### src/rtl/cmd_exec_pkg.sv
// Shared definitions for the cmd_exec execute sequencer: opcodes, FSM states and
// the write-back classification helper.
package cmd_exec_pkg;

    localparam logic [3:0] OP_MOV = 4'h0;
    localparam logic [3:0] OP_ADD = 4'h1;
    localparam logic [3:0] OP_SUB = 4'h2;
    localparam logic [3:0] OP_AND = 4'h3;
    localparam logic [3:0] OP_OR  = 4'h4;
    localparam logic [3:0] OP_XOR = 4'h5;
    localparam logic [3:0] OP_NOT = 4'h6;
    localparam logic [3:0] OP_SHL = 4'h7;
    localparam logic [3:0] OP_SHR = 4'h8;
    localparam logic [3:0] OP_INC = 4'h9;
    localparam logic [3:0] OP_DEC = 4'hA;

    typedef enum logic [1:0] {
        ST_IDLE,
        ST_FETCH,
        ST_EXEC,
        ST_WB
    } state_e;

    // Opcodes above OP_DEC are NOPs and never touch the register file or flags.
    function automatic logic op_writes(input logic [3:0] opcode);
        return (opcode <= OP_DEC);
    endfunction

endpackage

### src/rtl/cmd_exec_alu.sv
// Combinational 8-bit ALU for cmd_exec. Every operation is evaluated as a 9-bit
// value whose top bit is the carry/borrow flag.
module alu8
    import cmd_exec_pkg::*;
(
    input  logic [3:0] op,
    input  logic [7:0] a,
    input  logic [7:0] b,
    output logic [7:0] y,
    output logic       c
);

    logic [8:0] wide;

    always_comb begin
        wide = 9'd0;
        case (op)
            OP_MOV:  wide = {1'b0, b};
            OP_ADD:  wide = {1'b0, a} + {1'b0, b};
            OP_SUB:  wide = {1'b0, a} - {1'b0, b};
            OP_AND:  wide = {1'b0, a & b};
            OP_OR:   wide = {1'b0, a | b};
            OP_XOR:  wide = {1'b0, a ^ b};
            OP_NOT:  wide = {1'b0, ~a};
            OP_SHL:  wide = {a, 1'b0};
            // Shifted-out LSB lands in the carry position.
            OP_SHR:  wide = {a[0], 1'b0, a[7:1]};
            OP_INC:  wide = {1'b0, a} + 9'd1;
            OP_DEC:  wide = {1'b0, a} - 9'd1;
            default: wide = 9'd0;
        endcase
    end

    assign y = wide[7:0];
    assign c = wide[8];

endmodule

### src/rtl/cmd_exec.sv
// Four-phase execute sequencer: latches an instruction, captures operands from the
// register file, runs the ALU and issues a single active-low write-back strobe.
module cmd_exec
    import cmd_exec_pkg::*;
(
    input  logic       clk,
    input  logic       rst,
    input  logic       start,
    input  logic [7:0] instr,
    input  logic [7:0] R0,
    input  logic [7:0] R1,
    input  logic [7:0] R2,
    input  logic [7:0] R3,
    output logic [7:0] res_alu,
    output logic [1:0] res_dest,
    output logic       enact,
    output logic       busy,
    output logic       done,
    output logic       flag_z,
    output logic       flag_c
);

    state_e     state_q, state_d;
    logic [7:0] instr_q;
    logic [7:0] a_q, b_q;
    logic [7:0] res_alu_q;
    logic [1:0] res_dest_q;
    logic       enact_q;
    logic       done_q;
    logic       flag_z_q, flag_c_q;

    logic [3:0] opcode;
    logic [1:0] rd, rs;
    logic [7:0] rd_val, rs_val;
    logic [7:0] alu_y;
    logic       alu_c;

    assign opcode = instr_q[7:4];
    assign rd     = instr_q[3:2];
    assign rs     = instr_q[1:0];

    always_comb begin
        rd_val = R0;
        case (rd)
            2'd0:    rd_val = R0;
            2'd1:    rd_val = R1;
            2'd2:    rd_val = R2;
            default: rd_val = R3;
        endcase
    end

    always_comb begin
        rs_val = R0;
        case (rs)
            2'd0:    rs_val = R0;
            2'd1:    rs_val = R1;
            2'd2:    rs_val = R2;
            default: rs_val = R3;
        endcase
    end

    alu8 u_alu (
        .op (opcode),
        .a  (a_q),
        .b  (b_q),
        .y  (alu_y),
        .c  (alu_c)
    );

    always_comb begin
        state_d = state_q;
        case (state_q)
            ST_IDLE:  if (start) state_d = ST_FETCH;
            ST_FETCH: state_d = ST_EXEC;
            ST_EXEC:  state_d = ST_WB;
            ST_WB:    state_d = ST_IDLE;
            default:  state_d = ST_IDLE;
        endcase
    end

    always_ff @(posedge clk or posedge rst) begin
        if (rst) begin
            state_q    <= ST_IDLE;
            instr_q    <= 8'h00;
            a_q        <= 8'h00;
            b_q        <= 8'h00;
            res_alu_q  <= 8'h00;
            res_dest_q <= 2'd0;
            enact_q    <= 1'b1;
            done_q     <= 1'b0;
            flag_z_q   <= 1'b0;
            flag_c_q   <= 1'b0;
        end else begin
            state_q <= state_d;
            done_q  <= 1'b0;
            case (state_q)
                ST_IDLE: begin
                    if (start) instr_q <= instr;
                end
                ST_FETCH: begin
                    a_q <= rd_val;
                    b_q <= rs_val;
                end
                ST_EXEC: begin
                    // Destination follows Rd even for NOPs; data and flags only on writes.
                    res_dest_q <= rd;
                    if (op_writes(opcode)) begin
                        res_alu_q <= alu_y;
                        flag_c_q  <= alu_c;
                        flag_z_q  <= (alu_y == 8'h00);
                        enact_q   <= 1'b0;
                    end
                end
                ST_WB: begin
                    enact_q <= 1'b1;
                    done_q  <= 1'b1;
                end
                default: ;
            endcase
        end
    end

    assign res_alu  = res_alu_q;
    assign res_dest = res_dest_q;
    assign enact    = enact_q;
    assign done     = done_q;
    assign flag_z   = flag_z_q;
    assign flag_c   = flag_c_q;
    assign busy     = (state_q != ST_IDLE);

endmodule

### config.mk
export PLATFORM = sky130hd
export DESIGN_NAME = cmd_exec
export DESIGN_NICKNAME = d
export VERILOG_FILES = /design/src/rtl/cmd_exec_pkg.sv /design/src/rtl/cmd_exec_alu.sv /design/src/rtl/cmd_exec.sv
export SDC_FILE = /design/constraint.sdc
export NUM_CORES = 1
export LEC_CHECK = 0
export ABC_AREA = 0
export BUFFER_PORTS_ARGS = -buffer_cell sky130_fd_sc_hd__buf_2
export CAP_MARGIN = 0
export CELL_PAD_IN_SITES_DETAIL_PLACEMENT = 1
export CELL_PAD_IN_SITES_GLOBAL_PLACEMENT = 2
export CORE_ASPECT_RATIO = 1.2
export CORE_MARGIN = 2
export CORE_UTILIZATION = 35
export DETAILED_ROUTE_END_ITERATION = 8
export PLACE_DENSITY_LB_ADDON = 0.15
export SYNTH_ARGS = -nofsm -noshare
export SYNTH_HDL_FRONTEND = slang
export SYNTH_SLANG_ARGS = --single-unit
### constraint.sdc
create_clock -name clk -period 3.25 [get_ports clk]
set_input_delay 0.65 -clock clk [delete_from_list [all_inputs] [get_ports clk]]
set_output_delay 0.65 -clock clk [all_outputs]
set_load 0.1 [all_outputs]
== After elaboration in Yosys (flattened, before gate mapping) ==
Index checks and enable logic that the tools add are counted.

* Output and inout bits: 15
* Input port bits: 43
* Bits in registers: 40

* Eq/ne operators: 19
* Multiplexer cells: 8
* Bitwise logic cells: 4
* Reduce and logical (&&, ||, !) cells: 10
* Add/sub/neg operators: 4
* Magnitude comparators: 1

{| class="wikitable"
|+ Operator list
! operator !! number
|-
| $pmux W9 S11 || 1
|-
| $pmux W8 S3 || 2
|-
| $eq A4 B3 Y1 const B || 4
|-
| $eq A4 B4 Y1 const B || 3
|-
| $add A8 B1 Y9 const B || 1
|-
| $add A8 B8 Y9 || 1
|-
| $sub A8 B1 Y9 const B || 1
|-
| $sub A8 B8 Y9 || 1
|-
| $and A8 B8 Y8 || 1
|-
| $eq A2 B2 Y1 const B || 4
|-
| $eq A4 B2 Y1 const B || 2
|-
| $logic_not A8 Y1 || 1
|-
| $not A8 Y8 || 1
|-
| $or A8 B8 Y8 || 1
|-
| $pmux W2 S4 || 1
|-
| $xor A8 B8 Y8 || 1
|-
| $eq A2 B1 Y1 const B || 3
|-
| $logic_not A2 Y1 || 3
|-
| $reduce_and A2 Y1 || 3
|-
| $eq A4 B1 Y1 const B || 1
|-
| $le A4 B4 Y1 const B || 1
|-
| $logic_not A4 Y1 || 1
|-
| $ne A2 B2 Y1 const B || 2
|-
| $reduce_bool A2 Y1 || 2
|-
| other kinds (3) || 4
|}

== Longest topological paths before layout ==
Gate-level depths: netlist of run 1.

* Word-level depth: 3
* Gate-level depth with buffers: 13
* Depth with buffers taken out: 12

== Cells and area by module ==
A second synthesis of run 1 with hierarchy kept.

* Cell total of the unflattened synthesis: 340
* Area, all modules: 3514.6 um2

{| class="wikitable"
|+ By module, submodules not included
! module !! cells an instance !! times used !! area an instance (um2)
|-
| cmd_exec || 123 || 1 || 2034.5
|-
| alu8 || 217 || 1 || 1480.2
|}

== Least setup slack after synthesis of run 1 ==
No wires, ideal clock.

* Path type: flip-flop to flip-flop
* Start: register instr_q[7]
* End: register flag_z_q (netlist: flag_z)
* Buffers on the path: 2
* Arrival: 2785 ps
* Setup slack: 374 ps
* Cell stages (with the launch flop): 13
* Clock period less this slack: 2876 ps
* Data required time: 3158 ps
* Cells stage by stage: dfrtp_1 > buf_2 > buf_1 > nand2_1 > a21oi_1 > a21oi_1 > ha_1 > nor2b_1 > o31ai_1 > a2111oi_0 > a211oi_1 > nand4_1 > o31ai_2

* Word-level cells in the longest chain between the ends: 3
* Elaborated cells on any way between the ends: 15

{| class="wikitable"
|+ Ends and longest elaborated chain
! item !! line !! text
|-
| start: declaration || cmd_exec.sv:24 || <nowiki>logic [7:0] instr_q;</nowiki>
|-
| start signal: assignment || cmd_exec.sv:98 || <nowiki>if (start) instr_q <= instr;</nowiki>
|-
| $eq A4 B4 Y1 (tied with other cells) || cmd_exec_alu.sv:17 || <nowiki>case (op)</nowiki>
|-
| $pmux W9 S11 || cmd_exec_alu.sv:17 ||
|-
| $logic_not A8 Y1 || cmd_exec.sv:110 || <nowiki>flag_z_q <= (alu_y == 8'h00);</nowiki>
|-
| end signal: assignment || cmd_exec.sv:110 ||
|-
| end: declaration || cmd_exec.sv:30 || <nowiki>logic flag_z_q, flag_c_q;</nowiki>
|}

Several ways; a longest one is shown, not always the timed one.
A chain may end at the register's enable or synchronous reset.

== Worst setup path in the final report of run 1 ==
* Start: register b_q[1]
* End: register flag_z_q (netlist: flag_z)

* Word-level cells in the longest chain between the ends: 3
* Elaborated cells on any way between the ends: 7

{| class="wikitable"
|+ Ends and longest elaborated chain
! item !! line !! text
|-
| start: declaration || cmd_exec.sv:25 || <nowiki>logic [7:0] a_q, b_q;</nowiki>
|-
| start signal: assignment || cmd_exec.sv:102 || <nowiki>b_q <= rs_val;</nowiki>
|-
| $sub A8 B8 Y9 (tied with other cells) || cmd_exec_alu.sv:20 || <nowiki>OP_SUB: wide = {1'b0, a} - {1'b0, b};</nowiki>
|-
| $pmux W9 S11 * || cmd_exec_alu.sv:17 ||
|-
| $logic_not A8 Y1 * || cmd_exec.sv:110 ||
|}

Every way passes the cells marked *; elsewhere a longest branch is shown, timed or not.

==> impl_metrics.tcl, run 1 <==
set metrics [dict create \
    synth_edf_count 0 \
    slew_headroom_pct 41.45 \
    worst_setup_path_end_kind "flop" \
    layout_common_cells "buf_2, nand2_1, dfrtp_1" \
    num_io_pins 58 \
    grtUsageMet2_pct 38.50 \
    remaining_drc_errors 0 \
    final-max-slew-violation-count 0 \
    synth-compound-area-share_pct 17.19 \
    final_nets 510 \
    die-area_um2 10780 \
    post_cts_resized 0 \
    yosysSeqAreaShare_pct 28.75 \
    syn_inst 372 \
    hold_violations 0 \
    grt_pass1_vias 3340 \
    synthSimpleGateAreaFrac_pct 16.44 \
    die_h_um 113.3 \
    finClkSkew_ps 4.610 \
    cts_buffer_depth 2 \
    clock-sinks 40 \
    final_common_cell "buf_2" \
    root_buffer "clkbuf_16" \
    crit_arrival_ps 3140 \
    finalCritPeriodShare_pct 91.46 \
    htree_levels 2 \
    clock_latency_ps 290 \
    finalSetupTns_ps 0 \
    path_cells "inv_1, ha_1, o21ai_0, and3_1, inv_1, fa_1, nor2b_1, o31ai_2, a2111oi_0, a211oi_2, nand4_1, o31ai_2" \
    grtUsageMet1_pct 25.47 \
    hold_buffers 0 \
    regArea_um2 1002 \
    grt-busiest-layer "met2" \
    syn_nets 446 \
    drive_gt1_share_pct 29.52 \
    rows 39 \
    tightest_slew_ps 878.3 \
    muxShareOfSynthArea_pct 17.52 \
    num_vias 3100 \
    startpoint_type "flop" \
    antenna_found_initial 0 \
    die_x_um 95.10 \
    grt.total_usage_pct 21.52 \
    multi_input_area_um2 2267 \
    grt_pass1_wl_um 17600 \
    required_ps 3420 \
    syn_to_final_growth_pct 19.28 \
    yosysUniqueCellTypes 63 \
    grt_max_degree 33 \
    cap_violations 0 \
    postCtsSetupBuffers 0 \
    grt_setup_unrepaired "no" \
    reg2reg_depth 12 \
    critical_path_class "flop to flop" \
    syn_area_um2 3486 \
    grt.overflow.total 0 \
    synth_top_family_by_area "multiplexers" \
    synth_seq_cells 40 \
    hp-class "input port to asynchronous set/reset pin" \
    first_pass_iters 4 \
    synth_warnings 0 \
    gr-usage-met3_pct 2.796 \
    setup_ws_ps 277.5 \
    synthArstFlopShare_pct 100.0 \
    place.gp.congestion 0.9272 \
    syn_area_per_cell_um2 9.371 \
    synth_xor_area_share_pct 2.261 \
    via_per_inst 5.536 \
    placeableCoreArea_um2 9613 \
    drt.antenna.violating_nets 0 \
    synthAdderAreaFrac_pct 11.34 \
    final.min_clock_period_ps 2972 \
    initial_core_util_pct 36.26 \
    crit_path_max_fanout 6 \
    status "completed" \
    routed_wl_um 11040 \
    antenna_cells 0 \
    cts_tree "yes" \
    fmax_mhz 336.4 \
    yosys_most_used_dff "dfrtp_1" \
    fill_cells 1125 \
    drt_iter0_drc 138 \
    dp_worst_setup_slack_ps 187.5 \
    critPathSlowestCell "a2111oi_0" \
    clk_pin_slew_ps 60 \
    wl_per_cell_um 19.71 \
    dp_hpwl_um 9219 \
    cpPeakStageDelay_ps 510 \
    io_buffers 57 \
    numCtsBuffers 5 \
    setup_viol 0 \
]
layer usage:
metal | share of wire, % | up-vias | wire length, um
li1 | - | 1487 | -
met1 | 41 | 1508 | 4560
met3 | 3.1 | 25 | 338
met2 | 52 | 80 | 5723
met4 | 3.8 | 0 | 415
met5 | 0 | - | 0
critical path: cells and delay by family (launching register included):
kind | cells | cell delay, ps
AND/OR/NAND/NOR | 3 | 520
buffers and inverters | 2 | 180
AO/OA/AOI/OAI | 5 | 960
flip-flops | 1 | 450
adder cells (fa/ha/maj) | 2 | 730
logic make-up after synthesis:
logic type	count (synthesis)
AND/OR/NAND/NOR	113
flip-flops	40
AO/OA/AOI/OAI	89
buffers and inverters	51
multiplexers	39
adder cells (fa/ha/maj)	31
XOR/XNOR	9
synthesized netlist by cell type (5+ instances only):
master | instances | share of area [%]
clkbuf_1 | 12 | 1.3
ha_1 | 30 | 11
a21oi_1 | 19 | 2.7
nor2_1 | 19 | 2.0
inv_1 | 28 | 3.0
mux4_2 | 16 | 10
mux2i_1 | 7 | 2.0
dfrtp_1 | 39 | 28
mux2_2 | 16 | 5.2
nand2_1 | 40 | 4.3
nand3_1 | 9 | 1.3
a32oi_1 | 6 | 1.5
o21ai_0 | 23 | 3.3
a211oi_1 | 5 | 1.1
xnor2_1 | 8 | 2.0
o211ai_1 | 5 | 1.1
nor3_1 | 8 | 1.1
path summary, 6_finish.rpt:
path / startpoint / end / slack, ps
min: rst / instr_q[4] / 410
max reg2reg: b_q[1] / flag_z / 280
max: b_q[1] / flag_z / 280
max in group asynchronous: rst / a_q[6] / 2080
min in group clk: flag_z / flag_z / 480
min reg2reg: flag_z / flag_z / 480
registers in the layout (all words and copies together), names as in the netlist, 2 cells and up:
name      flops
b_q           8
res_alu       8
state_q       2
instr_q       8
res_dest      2
a_q           8
final cells by class:
class	instances	share of cell area, %
Clock buffer	5	3.009
Timing Repair Buffer	80	11.01
Sequential cell	40	24.10
Clock inverter	3	1.113
Multi-Input combinational cell	281	54.53
Tap cell	123	3.701
Inverter	28	2.528
stage by stage:
stage | instance area (um^2) | std cells | hold WS [ps] | utilization, %
after CTS | 4148 | 560 | 419.8 | 43.15
final | 4158 | 560 | 405.1 | 43.25
after floorplan | 3486 | 372 | 532.9 | -
after detailed placement | 3976 | 552 | 474.9 | 41.36
after global placement | 3976 | 552 | 464.5 | 41.36
after global routing | 4158 | 560 | 460.2 | 43.25
Power of run 1 is not shown: default switching activity piles up to over one toggle a cycle in this logic, so the estimate is an artifact.
==> inputs of run 2 (changes only) <==
--- a/config.mk
+++ b/config.mk
@@ -8,13 +8,14 @@
 export ABC_AREA = 0
 export BUFFER_PORTS_ARGS = -buffer_cell sky130_fd_sc_hd__buf_2
 export CAP_MARGIN = 0
-export CELL_PAD_IN_SITES_DETAIL_PLACEMENT = 1
+export CELL_PAD_IN_SITES_DETAIL_PLACEMENT = 2
 export CELL_PAD_IN_SITES_GLOBAL_PLACEMENT = 2
 export CORE_ASPECT_RATIO = 1.2
 export CORE_MARGIN = 2
 export CORE_UTILIZATION = 35
 export DETAILED_ROUTE_END_ITERATION = 8
 export PLACE_DENSITY_LB_ADDON = 0.15
+export SETUP_SLACK_MARGIN = 0.05
 export SYNTH_ARGS = -nofsm -noshare
 export SYNTH_HDL_FRONTEND = slang
 export SYNTH_SLANG_ARGS = --single-unit
==> impl_metrics.tcl, run 2 (same netlist as run 1, synthesis figures left out) <==
set metrics [dict create \
    place_area_um2 3976 \
    first_pass_iters 4 \
    wl_per_cell_um 22.40 \
    final_area_um2 4158 \
    final_common_cell "buf_2" \
    routed_wl_um 12550 \
    num_io_pins 58 \
    critPathSlowestCell "dfrtp_1" \
    clk_pin_slew_ps 60 \
    grt.total_usage_pct 24.81 \
    crit_path_start "instr_q[4]" \
    drive_gt1_share_pct 29.52 \
    antenna_found_initial 0 \
    die_x_um 95.10 \
    die-area_um2 10780 \
    syn_to_final_growth_pct 19.28 \
    worst-path-buf-inv 0 \
    status "completed" \
    layout_common_cells "buf_2, nand2_1, dfrtp_1" \
    via_per_inst 5.739 \
    slew_headroom_pct 40.84 \
    hold_violations 0 \
    placeableCoreArea_um2 9613 \
    numCtsBuffers 5 \
    grt.overflow.total 0 \
    highest_layer "met4" \
    finalSetupTns_ps 0 \
    cap_violations 0 \
    setup_viol 0 \
    remaining_drc_errors 0 \
    wl_met1_um 4905 \
    place.gp.congestion 0.9272 \
    hold_buffers 0 \
    tightest_slew_ps 887.3 \
    antenna_cells 0 \
    grt_pass1_wl_um 19830 \
    cts_tree "yes" \
    cpPeakStageDelay_ps 510 \
    fmax_mhz 326.5 \
    final.min_clock_period_ps 3063 \
    crit_path_max_fanout 11 \
    wl_met2_um 6737 \
    hp-class "input port to asynchronous set/reset pin" \
    crit_arrival_ps 3270 \
    htree_levels 2 \
    critical_path_class "flop to flop" \
    clock-sinks 40 \
    cts_buffer_depth 2 \
    final-max-slew-violation-count 0 \
    reg2reg_from "instr_q[4]" \
    postCtsSetupBuffers 0 \
    path_cells "xor2_1, and2_0, nand2_1, nand2_1, ha_1, fa_1, nor2b_1, o31ai_2, a21o_1, a211oi_1, nand4_1, o31ai_2" \
    worst_setup_path_end_kind "flop" \
    startpoint_type "flop" \
    clock_latency_ps 300 \
    rows 39 \
    wl_met3_um 395 \
    drt_iter0_drc 119 \
    io_buffers 57 \
    finClkSkew_ps 7.585 \
    grt_max_degree 33 \
    root_buffer "clkbuf_16" \
    post_cts_resized 0 \
    finalCritPeriodShare_pct 94.24 \
    die_h_um 113.3 \
    critPathTopFamily "compound AO/OA/AOI/OAI gates" \
    required_ps 3460 \
    initial_core_util_pct 36.26 \
    dp_hpwl_um 10310 \
    grt_pass1_vias 3653 \
    final_nets 510 \
    drt.antenna.violating_nets 0 \
    num_vias 3214 \
    grt_setup_unrepaired "yes" \
]
run 2: cell counts in the layout (fill, tap and decap cells not counted):
Identical to the previous run, type by type.
run 2: worst paths after layout:
path | end | cells past startpoint | slack [ps]
min in group clk | flag_z | 2 | 480
max | flag_z | 12 | 190
min | res_alu[3] | 2 | 400
max in group asynchronous | b_q[1] | 3 | 2050
max reg2reg | flag_z | 12 | 190
min reg2reg | flag_z | 2 | 480
run 2: worst reg2reg max path: stages (launching register included):
cell      delay, ps
dfrtp_1         510
xor2_1          230
and2_0          210
nand2_1          90
nand2_1          50
ha_1            220
fa_1            420
nor2b_1         200
o31ai_2         110
a21o_1          180
a211oi_1        370
nand4_1         180
o31ai_2         220
run 2: metrics by stage:
step | setup slack [ps] | util (%) | std cells | hold WS [ps]
after floorplan | 373.5 | - | 372 | 532.9
after global routing | 5.395 | 43.25 | 560 | 439.1
after CTS | 94.97 | 43.15 | 560 | 409.0
after global placement | 340.2 | 41.36 | 552 | 464.5
final | 187.2 | 43.25 | 560 | 399.4
after detailed placement | 134.1 | 41.36 | 552 | 481.7
run 2: layer usage:
| layer | track usage [%] | up-vias |
|---|---|---|
| met1 | 27.45 | 1618 |
| met5 | 0 | - |
| met3 | 4.328 | 27 |
| li1 | - | 1482 |
| met4 | 12.56 | 0 |
| met2 | 44.65 | 87 |
run 2: final cells by class:
cell class	count	area (um^2)
clock buffer	5	125.1
multi-input combinational	281	2267
tap	123	153.9
fill	1073	5455
timing repair buffer	80	457.9
clock inverter	3	46.29
inverter	28	105.1
sequential	40	1002
Power of run 2 is left out for the same reason.
==> inputs of run 3 (changes only) <==
--- a/config.mk
+++ b/config.mk
@@ -10,7 +10,7 @@
 export CAP_MARGIN = 0
 export CELL_PAD_IN_SITES_DETAIL_PLACEMENT = 2
 export CELL_PAD_IN_SITES_GLOBAL_PLACEMENT = 2
-export CORE_ASPECT_RATIO = 1.2
+export CORE_ASPECT_RATIO = 0.75
 export CORE_MARGIN = 2
 export CORE_UTILIZATION = 35
 export DETAILED_ROUTE_END_ITERATION = 8
==> impl_metrics.tcl, run 3 (same netlist as run 1, synthesis figures left out) <==
set metrics [dict create \
    tightest_slew_ps 1040 \
    root_buffer "clkbuf_16" \
    numCtsBuffers 5 \
    final.min_clock_period_ps 3059 \
    fill_cells 1075 \
    cpPeakStageDelay_ps 490 \
    crit_arrival_ps 3260 \
    remaining_drc_errors 0 \
    syn_to_final_growth_pct 20.46 \
    num_io_pins 58 \
    drive_gt1_share_pct 30.37 \
    grt_setup_unrepaired "yes" \
    finalCritPeriodShare_pct 94.11 \
    slew_headroom_pct 30.65 \
    clock_latency_ps 290 \
    worst_setup_path_end_kind "flop" \
    grt_pass1_vias 3508 \
    htree_levels 2 \
    final-max-slew-violation-count 0 \
    drt_iter0_drc 158 \
    via_per_inst 5.596 \
    die-area_um2 10780 \
    io_buffers 57 \
    num_vias 3190 \
    dp_hpwl_um 9730 \
    place.gp.congestion 0.9299 \
    first_pass_iters 4 \
    grt.total_usage_pct 23.95 \
    grt.overflow.total 0 \
    critPathSlowestCell "dfrtp_2" \
    hp-class "flop to flop" \
    layoutNonFillerInstCount 570 \
    die_h_um 90.43 \
    status "completed" \
    antenna_found_initial 0 \
    hold_buffers 0 \
    placeableCoreArea_um2 9658 \
    path_common_cell "buf_4" \
    fmax_mhz 326.9 \
    layout_common_cells "buf_2, nand2_1, dfrtp_1" \
    setup_viol 0 \
    finClkSkew_ps 6.040 \
    cts_tree "yes" \
    required_ps 3450 \
    cap_violations 0 \
    startpoint_type "flop" \
    initial_core_util_pct 36.09 \
    final_nets 511 \
    wl_per_cell_um 21.19 \
    final_common_cell "buf_2" \
    grt_max_degree 36 \
    hold_violations 0 \
    routed_wl_um 12080 \
    clock-sinks 40 \
    antenna_cells 0 \
    die_x_um 119.2 \
    drt.antenna.violating_nets 0 \
    cts_buffer_depth 2 \
    rows 31 \
    dp.cells 560 \
    clk_pin_slew_ps 60 \
    grt_pass1_wl_um 19790 \
    path_cells "xor2_1, and2_0, nand2_1, nand2_1, ha_1, fa_1, nor2b_1, o31ai_2, a2111oi_1, a211oi_1, buf_4, buf_4, buf_4, o21ai_0" \
    critical_path_class "flop to flop" \
    crit_path_max_fanout 11 \
]
[run 3: metrics by stage]
stage / util (%) / hold WS (ps) / area [um^2] / TNS [ps] / worst slack [ps]
global placement: 41.34 / 461.9 / 3993 / 0 / 169.8
finish: 43.48 / 498.2 / 4199 / 0 / 191.3
global route: 43.48 / 528.4 / 4199 / -25.21 / -25.21
floorplan: - / 532.9 / 3486 / 0 / 373.5
detailed placement: 41.34 / 491.1 / 3993 / -49.01 / -49.01
CTS: 43.28 / 506.3 / 4180 / 0 / 95.25
[run 3: timing repair]
item / CTS / global route
endpoints found under the setup margin: 1 / 5
resized for setup: 0 / 6
pin swaps: 1 / 0
buffers inserted: 2 / 0
[run 3: worst paths after layout]
kind | from | end | slack, ps | cells after the start
max | instr_q[5] | res_alu[6] | 190 | 14
min | res_alu[1] | res_alu[1] | 500 | 2
max reg2reg | instr_q[5] | res_alu[6] | 190 | 14
min reg2reg | res_alu[1] | res_alu[1] | 500 | 2
max in group asynchronous | rst | b_q[4] | 1980 | 3
min in group asynchronous | rst | res_alu[3] | 560 | 2
[run 3: critical path: cells and delay by family (launching register included)]
family          cells  cell delay, ps
compound gates      4             720
fa+ha+maj           2             620
simple gates        4             540
flops               1             490
buf+inv             3             410
xor+xnor            1             200
[run 3: area by class of cell]
cell class / count / area (um^2) / share of cell area (%)
flip-flops and latches: 40 / 1005 / 23.93
multi-input cells: 281 / 2273 / 54.14
inverters: 28 / 105.1 / 2.503
clock buffers: 5 / 125.1 / 2.980
well taps: 132 / 165.2 / 3.933
clock inverters: 3 / 47.55 / 1.132
repair buffers: 81 / 478.0 / 11.38
[run 3: routing by layer]
| metal | track usage [%] | routed length [um] | up-vias |
|---|---|---|---|
| met5 | 0 | 0 | - |
| met4 | 5.159 | 174 | 0 |
| met3 | 4.040 | 519 | 15 |
| met2 | 37.26 | 5559 | 55 |
| met1 | 34.86 | 5825 | 1629 |
| li1 | - | - | 1491 |
Power of run 3 is left out for the same reason.
